[config.mk]
export PLATFORM = sky130hd
export DESIGN_NAME = apb_bridge_controller_flat
export DESIGN_NICKNAME = d
export VERILOG_FILES = /design/src/rtl/apb_bridge_pkg.sv /design/src/rtl/apb_bridge_if.sv /design/src/rtl/apb_addr_decode.sv /design/src/rtl/apb_bridge_controller.sv /design/src/flat_wrapper.sv
export SDC_FILE = /design/constraint.sdc
export NUM_CORES = 1
export LEC_CHECK = 0
export CAP_MARGIN = 20
export CORE_ASPECT_RATIO = 0.7
export CORE_MARGIN = 10
export CORE_UTILIZATION = 38
export CTS_CLUSTER_SIZE = 12
export DETAILED_ROUTE_END_ITERATION = 8
export PLACE_DENSITY_LB_ADDON = 0.12
export SKIP_LAST_GASP = 1
export SLEW_MARGIN = 5
export SYNTH_ARGS = -nofsm -noshare
export SYNTH_HDL_FRONTEND = slang
export SYNTH_SLANG_ARGS = --single-unit
export TNS_END_PERCENT = 100
[constraint.sdc]
create_clock -name Hclk -period 4.4 [get_ports Hclk]
set_input_delay 0.88 -clock Hclk [delete_from_list [all_inputs] [get_ports Hclk]]
set_output_delay 0.88 -clock Hclk [all_outputs]
set_load 0.03 [all_outputs]
[src/rtl/apb_bridge_pkg.sv]
// ============================================================================
// Module      : apb_bridge_pkg
// Description : Shared types and constants for the AHB-to-APB bridge controller.
// Revision    : 1.0 - initial release
// ============================================================================
`default_nettype none

package apb_bridge_pkg;

    typedef enum logic [2:0] {
        IDLE    = 3'd0,
        WWAIT   = 3'd1,
        READ    = 3'd2,
        RENABLE = 3'd3,
        WRITE   = 3'd4,
        WENABLE = 3'd5
    } state_t;

    localparam logic [1:0] HTRANS_IDLE   = 2'b00;
    localparam logic [1:0] HTRANS_BUSY   = 2'b01;
    localparam logic [1:0] HTRANS_NONSEQ = 2'b10;
    localparam logic [1:0] HTRANS_SEQ    = 2'b11;

    localparam logic [31:0] P0_BASE  = 32'h8000_0000;
    localparam logic [31:0] P0_LIMIT = 32'h83FF_FFFF;
    localparam logic [31:0] P1_BASE  = 32'h8400_0000;
    localparam logic [31:0] P1_LIMIT = 32'h87FF_FFFF;
    localparam logic [31:0] P2_BASE  = 32'h8800_0000;
    localparam logic [31:0] P2_LIMIT = 32'h8BFF_FFFF;

    localparam logic [2:0] SEL_P0 = 3'b001;
    localparam logic [2:0] SEL_P1 = 3'b010;
    localparam logic [2:0] SEL_P2 = 3'b100;

endpackage

`default_nettype wire

[src/rtl/apb_bridge_if.sv]
// ============================================================================
// Module      : apb_bridge_if
// Description : AHB slave-side and APB master-side signals of the bridge.
// Revision    : 1.0 - initial release
// ============================================================================
`default_nettype none

interface apb_bridge_if #(
    parameter int ADDR_W = 32,
    parameter int DATA_W = 32,
    parameter int NSEL   = 3
);
    logic [1:0]        Htrans;
    logic              Hwrite;
    logic [ADDR_W-1:0] Haddr;
    logic [DATA_W-1:0] Hwdata;
    logic              Hreadyin;
    logic [DATA_W-1:0] prdata;
    logic              pwrite;
    logic              penable;
    logic [NSEL-1:0]   pselx;
    logic [ADDR_W-1:0] paddr;
    logic [DATA_W-1:0] pwdata;
    logic              Hreadyout;
    logic [DATA_W-1:0] Hrdata;
    logic [1:0]        Hresp;

    // Bridge side
    modport slave (
        input  Htrans, Hwrite, Haddr, Hwdata, Hreadyin, prdata,
        output pwrite, penable, pselx, paddr, pwdata, Hreadyout, Hrdata, Hresp
    );

    // AHB master / APB stage side
    modport master (
        output Htrans, Hwrite, Haddr, Hwdata, Hreadyin, prdata,
        input  pwrite, penable, pselx, paddr, pwdata, Hreadyout, Hrdata, Hresp
    );
endinterface

`default_nettype wire

[src/rtl/apb_addr_decode.sv]
// ============================================================================
// Module      : apb_addr_decode
// Description : Combinational AHB transfer qualification and APB region decode.
// Revision    : 1.0 - initial release
// ============================================================================
`default_nettype none

module apb_addr_decode
    import apb_bridge_pkg::*;
#(
    parameter int ADDR_W = 32
) (
    input  wire  [1:0]        Htrans,
    input  wire  [ADDR_W-1:0] Haddr,
    input  wire               Hreadyin,
    output logic              valid,
    output logic [2:0]        tempselx
);

    // Only Htrans[1] separates NONSEQ/SEQ from IDLE/BUSY.
    wire w_unused_htrans = Htrans[0];

    always_comb begin
        tempselx = 3'b000;
        if (Haddr >= P0_BASE && Haddr <= P0_LIMIT)
            tempselx = SEL_P0;
        else if (Haddr >= P1_BASE && Haddr <= P1_LIMIT)
            tempselx = SEL_P1;
        else if (Haddr >= P2_BASE && Haddr <= P2_LIMIT)
            tempselx = SEL_P2;
        valid = Hreadyin & Htrans[1] & (tempselx != 3'b000);
    end

endmodule

`default_nettype wire

[src/rtl/apb_bridge_controller.sv]
// ============================================================================
// Module      : apb_bridge_controller
// Description : Sequences decoded AHB transfers through APB SETUP/ENABLE phases.
// Revision    : 1.0 - initial release
// ============================================================================
`default_nettype none

module apb_bridge_controller
    import apb_bridge_pkg::*;
#(
    parameter int ADDR_W = 32,
    parameter int DATA_W = 32,
    parameter int NSEL   = 3
) (
    input wire          Hclk,
    input wire          Hreset,
    apb_bridge_if.slave bus
);

    state_t            r_state;
    state_t            w_next;
    logic [ADDR_W-1:0] r_addr_q;
    logic [NSEL-1:0]   r_sel_q;
    logic              r_dir_q;
    logic [DATA_W-1:0] r_wdata_q;
    logic              w_valid;
    logic [2:0]        w_tempselx;
    logic              w_hready;
    logic              w_accept;

    apb_addr_decode #(
        .ADDR_W (ADDR_W)
    ) u_decode (
        .Htrans   (bus.Htrans),
        .Haddr    (bus.Haddr),
        .Hreadyin (bus.Hreadyin),
        .valid    (w_valid),
        .tempselx (w_tempselx)
    );

    assign w_hready = (r_state == IDLE) || (r_state == RENABLE) || (r_state == WENABLE);
    assign w_accept = w_valid & w_hready;

    always_ff @(posedge Hclk) begin
        if (Hreset) begin
            r_state   <= IDLE;
            r_addr_q  <= '0;
            r_sel_q   <= '0;
            r_dir_q   <= 1'b0;
            r_wdata_q <= '0;
        end else begin
            r_state <= w_next;
            if (w_accept) begin
                r_addr_q <= bus.Haddr;
                r_sel_q  <= w_tempselx;
                r_dir_q  <= bus.Hwrite;
            end
            // Write data arrives one cycle after the address phase.
            if (r_state == WWAIT)
                r_wdata_q <= bus.Hwdata;
        end
    end

    always_comb begin
        w_next = IDLE;
        case (r_state)
            IDLE, RENABLE, WENABLE: begin
                if (w_valid)
                    w_next = bus.Hwrite ? WWAIT : READ;
                else
                    w_next = IDLE;
            end
            READ:    w_next = RENABLE;
            WWAIT:   w_next = WRITE;
            WRITE:   w_next = WENABLE;
            default: w_next = IDLE;
        endcase
    end

    assign bus.pselx     = ((r_state == READ) || (r_state == RENABLE) ||
                            (r_state == WRITE) || (r_state == WENABLE)) ? r_sel_q : '0;
    assign bus.penable   = (r_state == RENABLE) || (r_state == WENABLE);
    assign bus.pwrite    = r_dir_q & ((r_state == WRITE) || (r_state == WENABLE));
    assign bus.paddr     = r_addr_q;
    assign bus.pwdata    = r_wdata_q;
    assign bus.Hreadyout = w_hready;
    assign bus.Hrdata    = (r_state == RENABLE) ? bus.prdata : '0;
    assign bus.Hresp     = 2'b00;

endmodule

`default_nettype wire

[src/flat_wrapper.sv]
// flat-port wrapper written by rule: the top's interface ports become plain ports
module apb_bridge_controller_flat import apb_bridge_pkg::*;
#(
    parameter int ADDR_W = 32,
    parameter int DATA_W = 32,
    parameter int NSEL   = 3
)
  (Hclk, Hreset, bus_Htrans, bus_Hwrite, bus_Haddr, bus_Hwdata, bus_Hreadyin, bus_prdata, bus_pwrite, bus_penable, bus_pselx, bus_paddr, bus_pwdata, bus_Hreadyout, bus_Hrdata, bus_Hresp);
  apb_bridge_if #(.ADDR_W(ADDR_W), .DATA_W(DATA_W), .NSEL(NSEL)) bus_i ();
  input wire Hclk;
  input wire Hreset;
  input wire logic [$bits(bus_i.Htrans)-1:0] bus_Htrans;
  input wire logic [$bits(bus_i.Hwrite)-1:0] bus_Hwrite;
  input wire logic [$bits(bus_i.Haddr)-1:0] bus_Haddr;
  input wire logic [$bits(bus_i.Hwdata)-1:0] bus_Hwdata;
  input wire logic [$bits(bus_i.Hreadyin)-1:0] bus_Hreadyin;
  input wire logic [$bits(bus_i.prdata)-1:0] bus_prdata;
  output wire logic [$bits(bus_i.pwrite)-1:0] bus_pwrite;
  output wire logic [$bits(bus_i.penable)-1:0] bus_penable;
  output wire logic [$bits(bus_i.pselx)-1:0] bus_pselx;
  output wire logic [$bits(bus_i.paddr)-1:0] bus_paddr;
  output wire logic [$bits(bus_i.pwdata)-1:0] bus_pwdata;
  output wire logic [$bits(bus_i.Hreadyout)-1:0] bus_Hreadyout;
  output wire logic [$bits(bus_i.Hrdata)-1:0] bus_Hrdata;
  output wire logic [$bits(bus_i.Hresp)-1:0] bus_Hresp;
  assign bus_i.Htrans = bus_Htrans;
  assign bus_i.Hwrite = bus_Hwrite;
  assign bus_i.Haddr = bus_Haddr;
  assign bus_i.Hwdata = bus_Hwdata;
  assign bus_i.Hreadyin = bus_Hreadyin;
  assign bus_i.prdata = bus_prdata;
  assign bus_pwrite = bus_i.pwrite;
  assign bus_penable = bus_i.penable;
  assign bus_pselx = bus_i.pselx;
  assign bus_paddr = bus_i.paddr;
  assign bus_pwdata = bus_i.pwdata;
  assign bus_Hreadyout = bus_i.Hreadyout;
  assign bus_Hrdata = bus_i.Hrdata;
  assign bus_Hresp = bus_i.Hresp;
  apb_bridge_controller #(.ADDR_W(ADDR_W), .DATA_W(DATA_W), .NSEL(NSEL)) u_core (.Hclk(Hclk), .Hreset(Hreset), .bus(bus_i));
endmodule
# Word-level counts from Yosys, hierarchy flattened
# Cells that the tools add are included.
dict set report word_totals {
  out_inout_bits 104
  in_bits 102
  elab_cells 41
  ff_bits 71
}
dict set report op_classes {
  eq_ne 5
  reduce_logical 13
  magnitude_cmp 6
  mux 8
  bitwise_logic 4
}
# op n
set op_table {}
lappend op_table {{$ge A32 B32 Y1 const B} 3}
lappend op_table {{$le A32 B32 Y1 const B} 3}
lappend op_table {{$mux W32} 1}
lappend op_table {{$mux W3} 5}
lappend op_table {{$pmux W3 S4} 1}
lappend op_table {{$logic_or A1 B1 Y1} 7}
lappend op_table {{$eq A3 B2 Y1 const B} 2}
lappend op_table {{$eq A3 B3 Y1 const B} 2}
lappend op_table {{$and A1 B1 Y1} 4}
lappend op_table {{$eq A3 B1 Y1 const B} 1}
lappend op_table {{$logic_and A1 B1 Y1} 3}
lappend op_table {{$logic_not A3 Y1} 1}
lappend op_table {{$reduce_bool A3 Y1} 1}
lappend op_table {{$reduce_or A3 Y1} 1}
lappend op_table {{$mux W2} 1}

# Depth between registers and ports, before layout
# Gate-level depths: netlist of the first run.
dict set report depth {
  depth_word 9
  depth_mapped 7
  ltp_nobuf 4
}

# Cells and area by module
# A second synthesis of the first run with hierarchy kept.
dict set report hier_totals {
  cells_unflattened 374
  hier_area_um2 3184.3
}
# module area_each_um2 seq_area_each_um2 cells_each n_inst
set modules_own_cells {}
lappend modules_own_cells {apb_bridge_controller 3124.2 1421.4 368 1}
lappend modules_own_cells {apb_addr_decode 60.1 0.0 6 1}

# Least setup slack after synthesis of the first run
# Ideal clock, no wire load.
dict set report synth_timing {
  path_kind {input to register}
  startpoint {input port bus_Haddr[28]}
  endpoint {register u_core.r_addr_q[10], in the netlist u_core.bus.paddr[10]}
  setup_slack_ps 2216
  required_time_ps 4328
  arrival_time_ps 2112
  setup_ps 72
  path_buffers 1
  stages 5
  path_cell_list {nor4b_1 -> nand3_1 -> a211oi_4 -> buf_6 -> mux2i_1}
}
dict set report synth_via {
  elab_chain_cells 8
  word_cells_on_any_way 15
  classes_between {order compare: 6; mux: 3; bitwise: 2; reduce/logical: 4}
}
# item line
set synth_rtl {}
lappend synth_rtl {{start, declared} flat_wrapper.sv:14} ;# input wire logic [$bits(bus_i.Haddr)-1:0] bus_Haddr;
lappend synth_rtl {{$ge A32 B32 Y1 or $le A32 B32 Y1 (tied branches)} apb_addr_decode.sv:29} ;# else if (Haddr >= P2_BASE && Haddr <= P2_LIMIT)
lappend synth_rtl {{$logic_and A1 B1 Y1} apb_addr_decode.sv:29}
lappend synth_rtl {{$mux W3} apb_addr_decode.sv:29}
lappend synth_rtl {{$mux W3} apb_addr_decode.sv:27} ;# else if (Haddr >= P1_BASE && Haddr <= P1_LIMIT)
lappend synth_rtl {{$mux W3 (*)} apb_addr_decode.sv:25} ;# if (Haddr >= P0_BASE && Haddr <= P0_LIMIT)
lappend synth_rtl {{$reduce_bool A3 Y1 (*)} apb_addr_decode.sv:31} ;# valid = Hreadyin & Htrans[1] & (tempselx != 3'b000);
lappend synth_rtl {{$and A1 B1 Y1 (*)} apb_addr_decode.sv:31}
lappend synth_rtl {{$and A1 B1 Y1 (*)} apb_bridge_controller.sv:42} ;# assign w_accept = w_valid & w_hready;
lappend synth_rtl {{end signal, assigned} apb_bridge_controller.sv:54} ;# r_addr_q <= bus.Haddr;
lappend synth_rtl {{end, declared} apb_bridge_controller.sv:22} ;# logic [ADDR_W-1:0] r_addr_q;
# Every way passes the cells marked *; elsewhere a longest branch is shown, timed or not.
# A chain may end at the register's enable or synchronous reset.

# Worst setup path in the final report of the first run
dict set report layout_timing {
  startpoint {register u_core.r_state[1]}
  endpoint {output port bus_Hrdata[31]}
}
dict set report layout_via {
  elab_chain_cells 2
}
# item line
set layout_rtl {}
lappend layout_rtl {{start, declared} apb_bridge_controller.sv:20} ;# state_t r_state;
lappend layout_rtl {{start signal, assigned} apb_bridge_controller.sv:52} ;# r_state <= w_next;
lappend layout_rtl {{$eq A3 B2 Y1} apb_bridge_controller.sv:87} ;# assign bus.Hrdata = (r_state == RENABLE) ? bus.prdata : '0;
lappend layout_rtl {{$mux W32} apb_bridge_controller.sv:87}
lappend layout_rtl {{end, declared} flat_wrapper.sv:24} ;# output wire logic [$bits(bus_i.Hrdata)-1:0] bus_Hrdata;
# No other way between the ends.

==> results of run 1 <==
==> state kept, by name, indices dropped and copies added, names as in the netlist <==
name / cells
u_core.bus.pwdata: 32
u_core.r_dir_q: 1
u_core.r_state: 3
u_core.r_sel_q: 3
u_core.bus.paddr: 32
==> placed cells by master (no fill, tap or decap) <==
master,Yosys,final
sky130_fd_sc_hd__clkinv_4,0,1
sky130_fd_sc_hd__nor3_1,3,3
sky130_fd_sc_hd__bufinv_16,0,1
sky130_fd_sc_hd__and3b_1,2,2
sky130_fd_sc_hd__a32o_1,1,1
sky130_fd_sc_hd__nor2_1,2,2
sky130_fd_sc_hd__o32ai_1,1,1
sky130_fd_sc_hd__buf_8,0,1
sky130_fd_sc_hd__nand3_1,1,1
sky130_fd_sc_hd__a21oi_2,1,1
sky130_fd_sc_hd__dfxtp_1,71,71
sky130_fd_sc_hd__and2_1,37,37
sky130_fd_sc_hd__inv_1,4,4
sky130_fd_sc_hd__a211oi_4,1,1
sky130_fd_sc_hd__clkinvlp_4,0,2
sky130_fd_sc_hd__buf_16,0,1
sky130_fd_sc_hd__clkdlybuf4s50_1,0,202
sky130_fd_sc_hd__o211a_1,1,1
sky130_fd_sc_hd__conb_1,1,2
sky130_fd_sc_hd__a21oi_1,33,33
sky130_fd_sc_hd__buf_4,4,2
sky130_fd_sc_hd__or3_1,2,2
sky130_fd_sc_hd__mux2i_1,28,28
sky130_fd_sc_hd__inv_2,1,1
sky130_fd_sc_hd__clkinv_2,0,1
sky130_fd_sc_hd__nor4b_1,2,2
sky130_fd_sc_hd__nand2_1,122,122
sky130_fd_sc_hd__o21a_1,1,1
sky130_fd_sc_hd__a211oi_1,2,2
sky130_fd_sc_hd__xnor2_1,1,1
sky130_fd_sc_hd__clkbuf_8,0,10
sky130_fd_sc_hd__xor2_4,1,1
sky130_fd_sc_hd__nor3b_1,3,3
sky130_fd_sc_hd__a31o_2,1,1
==> area by class of cell <==
| type | count | area (um^2) | share of cell area (%) |
|---|---|---|---|
| clock buffer | 10 | 138 | 2.64 |
| clock inverter | 5 | 58.8 | 1.13 |
| inverter | 5 | 18.8 | 0.361 |
| multi-input combinational | 248 | 1370 | 26.2 |
| sequential | 71 | 1420 | 27.3 |
| tap | 98 | 123 | 2.36 |
| timing repair buffer | 206 | 2080 | 40.0 |
==> stage by stage <==
| step | std cells | utilization [%] |
|---|---|---|
| after floorplan | 353 | - |
| after global placement | 626 | 66.9 |
| after detailed placement | 626 | 66.9 |
| after CTS | 641 | 69.6 |
| after global routing | 643 | 70.2 |
| final | 643 | 70.2 |
==> per-layer routing <==
metal | track usage [%] | part of all wire [%] | vias up
met4 | 2.87 | 0.36 | 0
met2 | 33.6 | 51 | 117
met1 | 18.9 | 39 | 1318
met5 | 0 | 0 | -
li1 | - | - | 1498
met3 | 9.25 | 9.6 | 4
==> path summary, 6_finish.rpt <==
check | end | slack, ns | depth (start not counted)
hold / removal | u_core.r_sel_q[2]$_SDFFE_PP0P_ | 0.45 | 2
setup / recovery | bus_Hrdata[31] | 0.91 | 3
hold reg to reg | u_core.r_sel_q[2]$_SDFFE_PP0P_ | 0.45 | 2
setup reg to reg | u_core.bus.paddr[7]$_SDFFE_PP0P_ | 2.37 | 5
==> power breakdown <==
group          total [mW]  internal [mW]  switching [mW]
registers           0.651          0.647         0.00335
clock network       0.514          0.274           0.240
logic               0.149         0.0954          0.0532
==> tightest hold or removal path: stages (launching register included) <==
cell and delay (ns):
sky130_fd_sc_hd__dfxtp_1 0.31, sky130_fd_sc_hd__inv_1 0.05, sky130_fd_sc_hd__a211oi_1 0.05
==> cell families after synthesis <==
group,synth area share (%)
other,0.127
buffers and inverters,5.64
muxes,9.50
AOI/OAI and AO/OA,8.61
xor gates and xnor gates,1.23
and+or+nand+nor,26.7
DFF,48.2
==> impl_summary.log, run 1 <==
INFO  metric hold_crit_start = u_core.r_sel_q[2]$_SDFFE_PP0P_
INFO  metric synthesis.instances = 352
INFO  metric cp_num_buf_inv = 1
INFO  metric antenna_violations_before_repair = 0
INFO  metric worst_slack_placed = 1.27 ns
INFO  metric yosysUniqueCellTypes = 29
INFO  metric post_cts.resized_instances = 0
INFO  metric outcome = finished clean
INFO  metric cts.reportedPaths.clkPinSlew = 0.07 ns
INFO  metric number_of_flops_mapped_to_enable_cells_by_yosys = 0
INFO  metric period_needed = 3.49 ns
INFO  metric finalSetupViolCount = 0
INFO  metric detail_route.wirelength = 11.1 mm
INFO  metric cellPowerDensity = 252 nW/um^2
INFO  metric die-height = 93.7 um
INFO  metric cts_setup_buffers = 0
INFO  metric ys_async_sr_fraction = 0%
INFO  metric worstMarginPinSlew = 0.917 ns
INFO  metric cp_max_fo = 32
INFO  metric detail-route-antenna-nets = 0
INFO  metric cts_sinks = 71
INFO  metric grt_pass1_wl = 17.1 mm
INFO  metric synth_top_area_cell = sky130_fd_sc_hd__dfxtp_1
INFO  metric master_of_the_slowest_instance_on_the_critical_path = sky130_fd_sc_hd__and3b_1
INFO  metric worst_path_cell_trace = and3b_1 -> and2_1 -> clkdlybuf4s50_1
INFO  metric post_synth_main_area_contributors = sky130_fd_sc_hd__dfxtp_1 48%, sky130_fd_sc_hd__nand2_1 16%, sky130_fd_sc_hd__mux2i_1 9.5%, sky130_fd_sc_hd__and2_1 7.8%, sky130_fd_sc_hd__a21oi_1 5.6%
INFO  metric core_region_area = 7420 um^2
INFO  metric fill_cells = 628
INFO  metric worst-endpoint-required = 3.52 ns
INFO  metric die_x = 125 um
INFO  metric max-vdd-ir-drop = 0.177 mV
INFO  metric timing.fmax = 287 MHz
INFO  metric grt_max_degree = 60
INFO  metric diodes = 0
INFO  metric finish.net_count = 643
INFO  metric p_total = 1.31 mW
INFO  metric postCtsHoldBufs = 0
INFO  metric final-hold-violation-count = 0
INFO  metric cap_viol_max_count = 0
INFO  metric final.setup.worst_slack = 0.914 ns
INFO  metric starting_density = 39.8%
INFO  metric port_buffers = 202
INFO  metric drcViolationCount = 0
INFO  metric first_pass_iters = 4
INFO  metric wire_per_inst = 17.3 um
INFO  metric cp_data_arrival_time = 2.61 ns
INFO  metric postPlaceCellArea = 4960 um^2
INFO  metric seq_area_frac_synth = 48.2%
INFO  metric finalWeightedCongestion = 0.936
INFO  metric cts-htree-levels = 3
INFO  metric post_synth.cell_area_avg = 8.38 um^2
INFO  metric area_growth = 76.5%
INFO  metric numCtsBuffers = 9
INFO  metric rsz0062_at_grt = false
INFO  metric dr_total_vias = 2,937
INFO  metric ratio_of_routed_vias_to_standard_cells = 4.57
INFO  metric yosys_warnings = 0
INFO  metric clock_insertion_delay_worst_skew = 0.34 ns
INFO  metric ys_dominant_reg_cell = sky130_fd_sc_hd__dfxtp_1
INFO  metric critPathKind = reg -> out
INFO  metric netlist.area_leader.share = 48.2%
INFO  metric gr-total-overflow = 0
INFO  metric ys_seq_elements = 71
INFO  metric endpoint_kind = output pin
INFO  metric synthMostInstantiatedCell = sky130_fd_sc_hd__nand2_1
INFO  metric drive_above_1_share = 4.40%
INFO  metric timing.setup.tns = 0 ns
INFO  metric r2r-start = u_core.r_state[2]$_SDFF_PP0_
INFO  metric drt_iter0_drc = 68
INFO  metric synth.cells.most_frequent = 122 x sky130_fd_sc_hd__nand2_1, 71 x sky130_fd_sc_hd__dfxtp_1, 37 x sky130_fd_sc_hd__and2_1
INFO  metric netlist_area = 2950 um^2
INFO  metric finalInstanceArea = 5200 um^2
INFO  metric timing.critical_path.from = u_core.r_state[1]$_SDFF_PP0_
INFO  metric first_global_vias = 2,964
INFO  metric grtUsageTotal = 18.3%
INFO  metric clk_root_buffer_cell = sky130_fd_sc_hd__clkbuf_8
INFO  metric timing.final.crit_share = 79.2%
INFO  metric static-leakage-power = 1.84 nW
INFO  metric finalClockSkew = 0.0109 ns
INFO  metric std_cell_rows = 26
INFO  metric ioPinCount = 206
INFO  metric worst_path_dominant_cell_family = simple AND/OR/NAND/NOR gates
INFO  metric fin_worst_hold_slack = 0.451 ns
INFO  metric start_kind = flop
INFO  metric maxSlewViolCount = 0
INFO  metric ctsLongestPathBuffers = 2
INFO  metric tritoncts = yes
INFO  metric maxSlewHeadroom = 38.8%
INFO  metric floorplan_die_area = 11,700 um^2
INFO  metric timing.critical_path.slowest_cell_delay = 0.77 ns
INFO  metric hold_path_class = reg -> reg
INFO  metric dp_hpwl = 8.81 mm
Power figures use the tool's default switching activity.
==> inputs of run 2 (changes only) <==
- CORE_UTILIZATION: 38 -> 32
- clock period: 4.4 -> 3.2 ns (I/O delays scaled with it)
==> run 2 against run 1 <==
Compared with the run above:
- non-clock buffer count up 1
- register-to-register slack worse by 0.95 ns
- design area up 1.9%
- clock-buffer cell count up 1
- sequential share of layout area down 0.52 points
- cell count up 4.2%
- sequential cell count unchanged
- power up 52%
- largest cell class unchanged
- highest routed layer unchanged
==> impl_summary.log, run 2 (synthesis gave the netlist of run 1 again) <==
INFO  metric rsz0062_at_grt = false
INFO  metric start_kind = flop
INFO  metric tritoncts = yes
INFO  metric antenna_violations_before_repair = 0
INFO  metric final.setup.worst_slack = 0.309 ns
INFO  metric floorplan_die_area = 13,500 um^2
INFO  metric worst-endpoint-required = 2.56 ns
INFO  metric cts_setup_buffers = 0
INFO  metric cp_max_fo = 32
INFO  metric finish.net_count = 644
INFO  metric drive_above_1_share = 4.40%
INFO  metric die-height = 100 um
INFO  metric clk_root_buffer_cell = sky130_fd_sc_hd__clkbuf_16
INFO  metric finalWeightedCongestion = 0.852
INFO  metric first_pass_iters = 4
INFO  metric final-hold-violation-count = 0
INFO  metric fin_worst_hold_slack = 0.451 ns
INFO  metric stdcell_count = 670
INFO  metric ctsLongestPathBuffers = 2
INFO  metric cts_sinks = 71
INFO  metric static-leakage-power = 1.87 nW
INFO  metric wire_per_inst = 16.4 um
INFO  metric starting_density = 32.6%
INFO  metric period_needed = 2.89 ns
INFO  metric ratio_of_routed_vias_to_standard_cells = 4.38
INFO  metric numCtsBuffers = 9
INFO  metric final_core_utilization = 58.7%
INFO  metric first_global_vias = 2,873
INFO  metric finalInstanceArea = 5310 um^2
INFO  metric cts.reportedPaths.clkPinSlew = 0.05 ns
INFO  metric cts-htree-levels = 3
INFO  metric post_cts.resized_instances = 0
INFO  metric timing.setup.tns = 0 ns
INFO  metric max-vdd-ir-drop = 0.330 mV
INFO  metric core_region_area = 9030 um^2
INFO  metric std_cell_rows = 29
INFO  metric mostFrequentLayoutCell = sky130_fd_sc_hd__clkdlybuf4s50_1
INFO  metric gr-total-overflow = 0
INFO  metric grtUsageTotal = 15.5%
INFO  metric timing.final.crit_share = 90.3%
INFO  metric drcViolationCount = 0
INFO  metric critPathKind = reg -> out
INFO  metric timing.fmax = 346 MHz
INFO  metric dp_hpwl = 8.58 mm
INFO  metric maxSlewHeadroom = 39.7%
INFO  metric worst_slack_placed = 0.634 ns
INFO  metric finalClockSkew = 0.00374 ns
INFO  metric drt_iter0_drc = 85
INFO  metric postCtsHoldBufs = 0
INFO  metric outcome = finished clean
INFO  metric dr_total_vias = 2,936
INFO  metric diodes = 0
INFO  metric detail-route-antenna-nets = 0
INFO  metric ioPinCount = 206
INFO  metric grt_pass1_wl = 16.4 mm
INFO  metric cellPowerDensity = 377 nW/um^2
INFO  metric hold_path_class = reg -> reg
INFO  metric place_inst = 654
INFO  metric p_total = 2.00 mW
INFO  metric endpoint_kind = output pin
INFO  metric cp_data_arrival_time = 2.25 ns
INFO  metric detail_route.wirelength = 11.0 mm
INFO  metric cap_viol_max_count = 0
INFO  metric maxSlewViolCount = 0
INFO  metric grt_max_degree = 60
INFO  metric worstMarginPinSlew = 0.903 ns
INFO  metric clock_insertion_delay_worst_skew = 0.32 ns
INFO  metric die_x = 135 um
INFO  metric final_cell_mix = 202 x sky130_fd_sc_hd__clkdlybuf4s50_1, 122 x sky130_fd_sc_hd__nand2_1, 71 x sky130_fd_sc_hd__dfxtp_1
INFO  metric postPlaceCellArea = 5020 um^2
INFO  metric finalSetupViolCount = 0
INFO  metric port_buffers = 202
INFO  metric area_growth = 79.9%
==> run 2: final cells by class <==
| cell class | instances | area (um^2) |
|---|---|---|
| multi-input cells | 248 | 1370 |
| clock buffers | 11 | 243 |
| clock inverters | 4 | 22.5 |
| inverters | 5 | 18.8 |
| well taps | 124 | 155 |
| repair buffers | 207 | 2080 |
| flip-flops and latches | 71 | 1420 |
| fillers | 823 | 3730 |
==> run 2: final timing paths <==
kind              slack [ns]  cells past startpoint                         startpoint                           endpoint
setup / recovery        0.31                      4       u_core.r_state[1]$_SDFF_PP0_                      bus_Hrdata[2]
hold / removal          0.45                      2  u_core.bus.pwdata[8]$_SDFFE_PP0N_  u_core.bus.pwdata[8]$_SDFFE_PP0N_
setup reg to reg        1.42                      5       u_core.r_state[2]$_SDFF_PP0_  u_core.bus.paddr[16]$_SDFFE_PP0P_
hold reg to reg         0.45                      2  u_core.bus.pwdata[8]$_SDFFE_PP0N_  u_core.bus.pwdata[8]$_SDFFE_PP0N_
==> run 2: power by group <==
group          internal, mW  switching [mW]
combinational         0.131          0.0733
sequential            0.891         0.00443
clock                 0.537           0.362
==> run 2: layer usage <==
layer,routed length [um],vias up,track usage (%),part of all wire [%]
li1,-,1504,-,-
met1,4380,1304,16.1,40
met2,5340,120,27.1,49
met3,1160,8,7.93,11
met4,97,0,4.00,0.88
met5,0,-,0,0
==> run 2: critical path, cell delays in order, from the launching register on <==
cell,delay (ns)
sky130_fd_sc_hd__dfxtp_1,0.54
sky130_fd_sc_hd__and3b_1,0.24
sky130_fd_sc_hd__buf_4,0.26
sky130_fd_sc_hd__and2_1,0.16
sky130_fd_sc_hd__clkdlybuf4s50_1,0.71
==> edit 1 (config.mk and constraints of run 1) <==
Make the reset (`Hreset`) asynchronous in one clocked block.
--- a/src/rtl/apb_bridge_controller.sv
+++ b/src/rtl/apb_bridge_controller.sv
@@ -41,7 +41,7 @@
     assign w_hready = (r_state == IDLE) || (r_state == RENABLE) || (r_state == WENABLE);
     assign w_accept = w_valid & w_hready;
 
-    always_ff @(posedge Hclk) begin
+    always_ff @(posedge Hclk or posedge Hreset) begin
         if (Hreset) begin
             r_state   <= IDLE;
             r_addr_q  <= '0;
Behaviour: differs if Hreset is asserted again (counterexample within 4 cycles, from zero or initial values and one cycle with Hreset high); with Hreset held inactive, the same outputs for 10 cycles.
==> edit 1 against run 1 <==
Cell count shrank 18%; synthesized area increased by 1.1%; global-route usage shrank 2.2 points; sequential cell count did not move; worst setup slack better by 87 ps; routed wire length decreased by 12%; register-to-register slack got worse by 240 ps; cell area rose by 2.1%; count of clock-buffer cells in the layout stayed put; critical endpoint is now bus_Hrdata[8]; largest cell class unchanged.
Power is not compared: it rests on default switching activity, and its combinational part moved more than twofold at a synthesized area within 25%.
==> edit 1: results (changes against run 1) <==
** Status
- The run finished with clean final reports.

** GRT
- Number of global-route vias before repair :: 2617 (-12%)
- The pin count of the biggest net entering global routing is 36 (-40%).

** Synth
- The fraction of registers with async set/reset is 100% (+100 points).
- After synthesis, the cell types taking the most area are sky130_fd_sc_hd__dfrtp_1 60%, sky130_fd_sc_hd__mux2_2 21%, sky130_fd_sc_hd__and2_1 7.1%, sky130_fd_sc_hd__buf_6 1.1%, sky130_fd_sc_hd__mux2_1 1.1%.
- The average size of a mapped cell was 13.8 um^2 (+65%).
- Ys flop type :: sky130_fd_sc_hd__dfrtp_1
- Post-synthesis sequential area ratio :: 59.6% (+11 points)
- The number of library cell types mapped by synthesis is 28 (-3.4%).

** Detailed routing
- The number of violations reported at the end of detailed-routing iteration 0 is 89 (+31%).
- The total length of routed wires is 9840 um (-12%).
- Via count :: 2385 (-19%)

** Place
- The placed wire-length estimate after detailed placement is 7920 um (-10%).
- Cell count after placement :: 509 (-19%)
- Worst slack after detailed placement :: 1240 ps (-33.0 ps)
- Final Wtd Congestion :: 0.748 (-20%)

** Min path
- Hold Path Depth :: 1 (-1)
- For hold timing, the worst endpoint is u_core.bus.paddr[31].

** Critical path
- Critical R2R Launch :: u_core.r_state[1]
- Destination of the worst register-to-register timing path :: u_core.bus.paddr[20]
- The setup slack of the most critical reg-to-reg path is 2130 ps (-240 ps).

** STA
- The measured slew at the worst slew-check pin is 779 ps (-138 ps).
- The final clock skew came to 8.04 ps (-2.90 ps).

** Layout
- Fillers :: 563 (-10%)
- Layout cells sized above 1 :: 18.5% (+14 points)
==> edit 1: changes by cell type in the layout (fill, tap and decap cells not counted), moves of 28 or more <==
cell and delta:
sky130_fd_sc_hd__dfrtp_1 +71, sky130_fd_sc_hd__a21oi_1 -30, sky130_fd_sc_hd__dfxtp_1 -71, sky130_fd_sc_hd__mux2i_1 -28, sky130_fd_sc_hd__nand2_1 -121, sky130_fd_sc_hd__mux2_2 +56
==> edit 1: how the worst max path moves through the flow <==
| stage | start | end | slack (ps) |
|---|---|---|---|
| 6_report | u_core.r_state[2] | bus_Hrdata[8] | 1000 |
| 5_1_grt | u_core.r_state[2] | bus_Hrdata[3] | 820 |
| 4_1_cts | u_core.r_state[2] | bus_Hrdata[8] | 980 |
| 3_5_place_dp | bus_Hreadyin | u_core.bus.paddr[20] | 1240 |
| 3_3_place_gp | bus_Haddr[30] | u_core.bus.paddr[3] | 1280 |
| 2_1_floorplan | Hreset | u_core.bus.paddr[0] | 1720 |
==> edit 1: final cells by class <==
type,instances,area share [%]
timing repair buffer,206,38.6
clock inverter,6,1.72
inverter,6,0.424
sequential,71,33.4
tap,98,2.31
clock buffer,10,2.59
multi-input combinational,128,20.9
==> edit 1: cells by family (layout without fill, tap and decap cells) <==
kind of cell	Yosys count	in the layout	synth area share, %
adders and majority gates	2	2	0.839
xor gates and xnor gates	2	2	0.587
and+or+nand+nor	54	54	10.7
buffers and inverters	18	228	3.31
DFF	71	71	59.6
AOI/OAI and AO/OA	9	9	2.56
other	1	2	0.126
muxes	59	59	22.3
==> edit 1: worst max-delay path, stage by stage (launching register included) <==
cell and delay [ps]:
sky130_fd_sc_hd__dfrtp_1 460, sky130_fd_sc_hd__inv_1 120, sky130_fd_sc_hd__and3_1 670, sky130_fd_sc_hd__and2_1 240, sky130_fd_sc_hd__clkdlybuf4s50_1 690
==> edit 1: metrics by stage <==
| stage | utilization, % | hold slack, ps | power [uW] | area [um^2] |
|---|---|---|---|---|
| CTS | 71.3 | 475 | 3250 | 5310 |
| finish | 71.3 | 473 | 3200 | 5310 |
| global route | 71.3 | 509 | 3360 | 5310 |
| global placement | 68.3 | 453 | 2610 | 5080 |
| floorplan | - | 455 | 1930 | 2990 |
| detailed placement | 68.3 | 458 | 2640 | 5080 |
==> edit 1: power groups by stage <==
stage          sequential (uW)  clock, uW  combinational, uW
6_report                  1030        591               1580
5_1_grt                   1070        638               1660
4_1_cts                   1040        609               1600
3_5_place_dp              1050          0               1600
3_3_place_gp              1030          0               1580
2_1_floorplan             1490          0                434
==> edit 1: routing by layer <==
metal  routed length [um]  global-route usage (%)  up-vias
li1                     -                       -     1134
met2                 4910                    27.6      111
met3                 1050                    8.74        4
met1                 3820                    17.3     1136
met5                    0                       0        -
met4                   59                    3.40        0
==> edit 2 (settings of run 1) <==
Made on the original files. The package constant `P0_LIMIT` goes from 32'h83FF_FFFF to 32'h41FFFFFF.
--- a/src/rtl/apb_bridge_pkg.sv
+++ b/src/rtl/apb_bridge_pkg.sv
@@ -22,7 +22,7 @@
     localparam logic [1:0] HTRANS_SEQ    = 2'b11;
 
     localparam logic [31:0] P0_BASE  = 32'h8000_0000;
-    localparam logic [31:0] P0_LIMIT = 32'h83FF_FFFF;
+    localparam logic [31:0] P0_LIMIT = 32'h41FFFFFF;
     localparam logic [31:0] P1_BASE  = 32'h8400_0000;
     localparam logic [31:0] P1_LIMIT = 32'h87FF_FFFF;
     localparam logic [31:0] P2_BASE  = 32'h8800_0000;
Function: changed (Yosys sat finds a counterexample within 4 cycles, from zero or initial values and one cycle with Hreset high).
==> edit 2 against run 1 <==
Maximum frequency decreased by 3.6%; utilization decreased by 1.8 points; critical path type unchanged; highest routed layer unchanged; synthesized area increased by 7.8%; critical path depth increased by 2; cell area increased by 5.2%; routed wire length increased by 8.4%; worst setup slack got worse by 130 ps; count of clock-buffer cells in the layout increased by 1; sequential cell count unchanged; first-iteration DRC count increased by 140%; power increased by 30%.
==> edit 2: results (changes against run 1) <==
** Layout
- The clock tree cell share of total cell area came to 6.79% (+3.0 points).
- Multi-input logic portion of the cell area :: 26.7% (+0.46 points)
- Count of sequential standard cells :: 71 (unchanged)
- The proportion of final cell area spent on non-clock buffers is 37.9% (-2.1 points).
- The number of fillers in the final layout is 683 (+8.8%).

** Min path
- In this run the most critical hold path is launched from u_core.bus.pwdata[12].

** Synth
- The top cell type's share of synthesized area came to 44.7% (-3.5 points).
- Mux contribution to synthesized area :: 0% (-9.5 points)
- The portion of the post-synthesis area used by sequential elements came to 44.7% (-3.5 points).
- Top post-synthesis cells by area :: sky130_fd_sc_hd__dfxtp_1 45%, sky130_fd_sc_hd__a21oi_1 9.3%, sky130_fd_sc_hd__nand2_1 7.9%, sky130_fd_sc_hd__and2_1 7.3%, sky130_fd_sc_hd__o31ai_1 6.1%

** Pwr
- Static Leak :: 0.00189 uW (+3.1%)
- Power consumed by the clock network :: 900 uW (+75%)
- The share of total power consumed by net switching is 20.0% (-2.6 points).
- Total combinational power :: 160 uW (+7%)

** Status
- Outcome :: finished clean

** Critical path
- The setup slack of the most critical reg-to-reg path is 2220 ps (-150 ps).

** GRT
- Maximum number of pins on one net before global-route repair :: 66 (+10%)
- The met1 track demand over resource came to 20.3% (+1.5 points).
- Number of global-route vias before repair :: 3012 (+1.6%)

** Detailed routing
- M1 wire length :: 4710 um (+9.1%)
- The total length of routed wires came to 12100 um (+8.4%).
- Via count :: 3305 (+13%)
- The number of iterations in the first detailed-routing pass came to 5 (+1).

** STA
- The final clock skew came to 9.02 ps (-1.92 ps).
- The time the final worst path needs with I/O delays and setup came to 3620 ps (+131 ps).

** CTS
- CTS placed an instance of sky130_fd_sc_hd__clkbuf_16 at the clock tree root.

** Place
- Final Wtd Congestion :: 0.754 (-19%)
-- edit 2: cell types whose count changed in the layout (fill, tap and decap cells not counted), moves of 4 or more --
cell | before | now
sky130_fd_sc_hd__a21oi_1 | 33 | 59
sky130_fd_sc_hd__and3_1 | 0 | 4
sky130_fd_sc_hd__clkbuf_16 | 0 | 9
sky130_fd_sc_hd__clkbuf_8 | 10 | 1
sky130_fd_sc_hd__mux2i_1 | 28 | 0
sky130_fd_sc_hd__nand2_1 | 122 | 67
sky130_fd_sc_hd__nand3_1 | 1 | 11
sky130_fd_sc_hd__nand4_1 | 0 | 26
sky130_fd_sc_hd__o311ai_0 | 0 | 5
sky130_fd_sc_hd__o31ai_1 | 0 | 26
-- edit 2: critical path, stage by stage, from the launching register on --
cell	delay (ps)
sky130_fd_sc_hd__dfxtp_1	490
sky130_fd_sc_hd__xor2_2	310
sky130_fd_sc_hd__a21oi_2	90
sky130_fd_sc_hd__buf_4	250
sky130_fd_sc_hd__inv_2	470
sky130_fd_sc_hd__clkdlybuf4s50_1	780
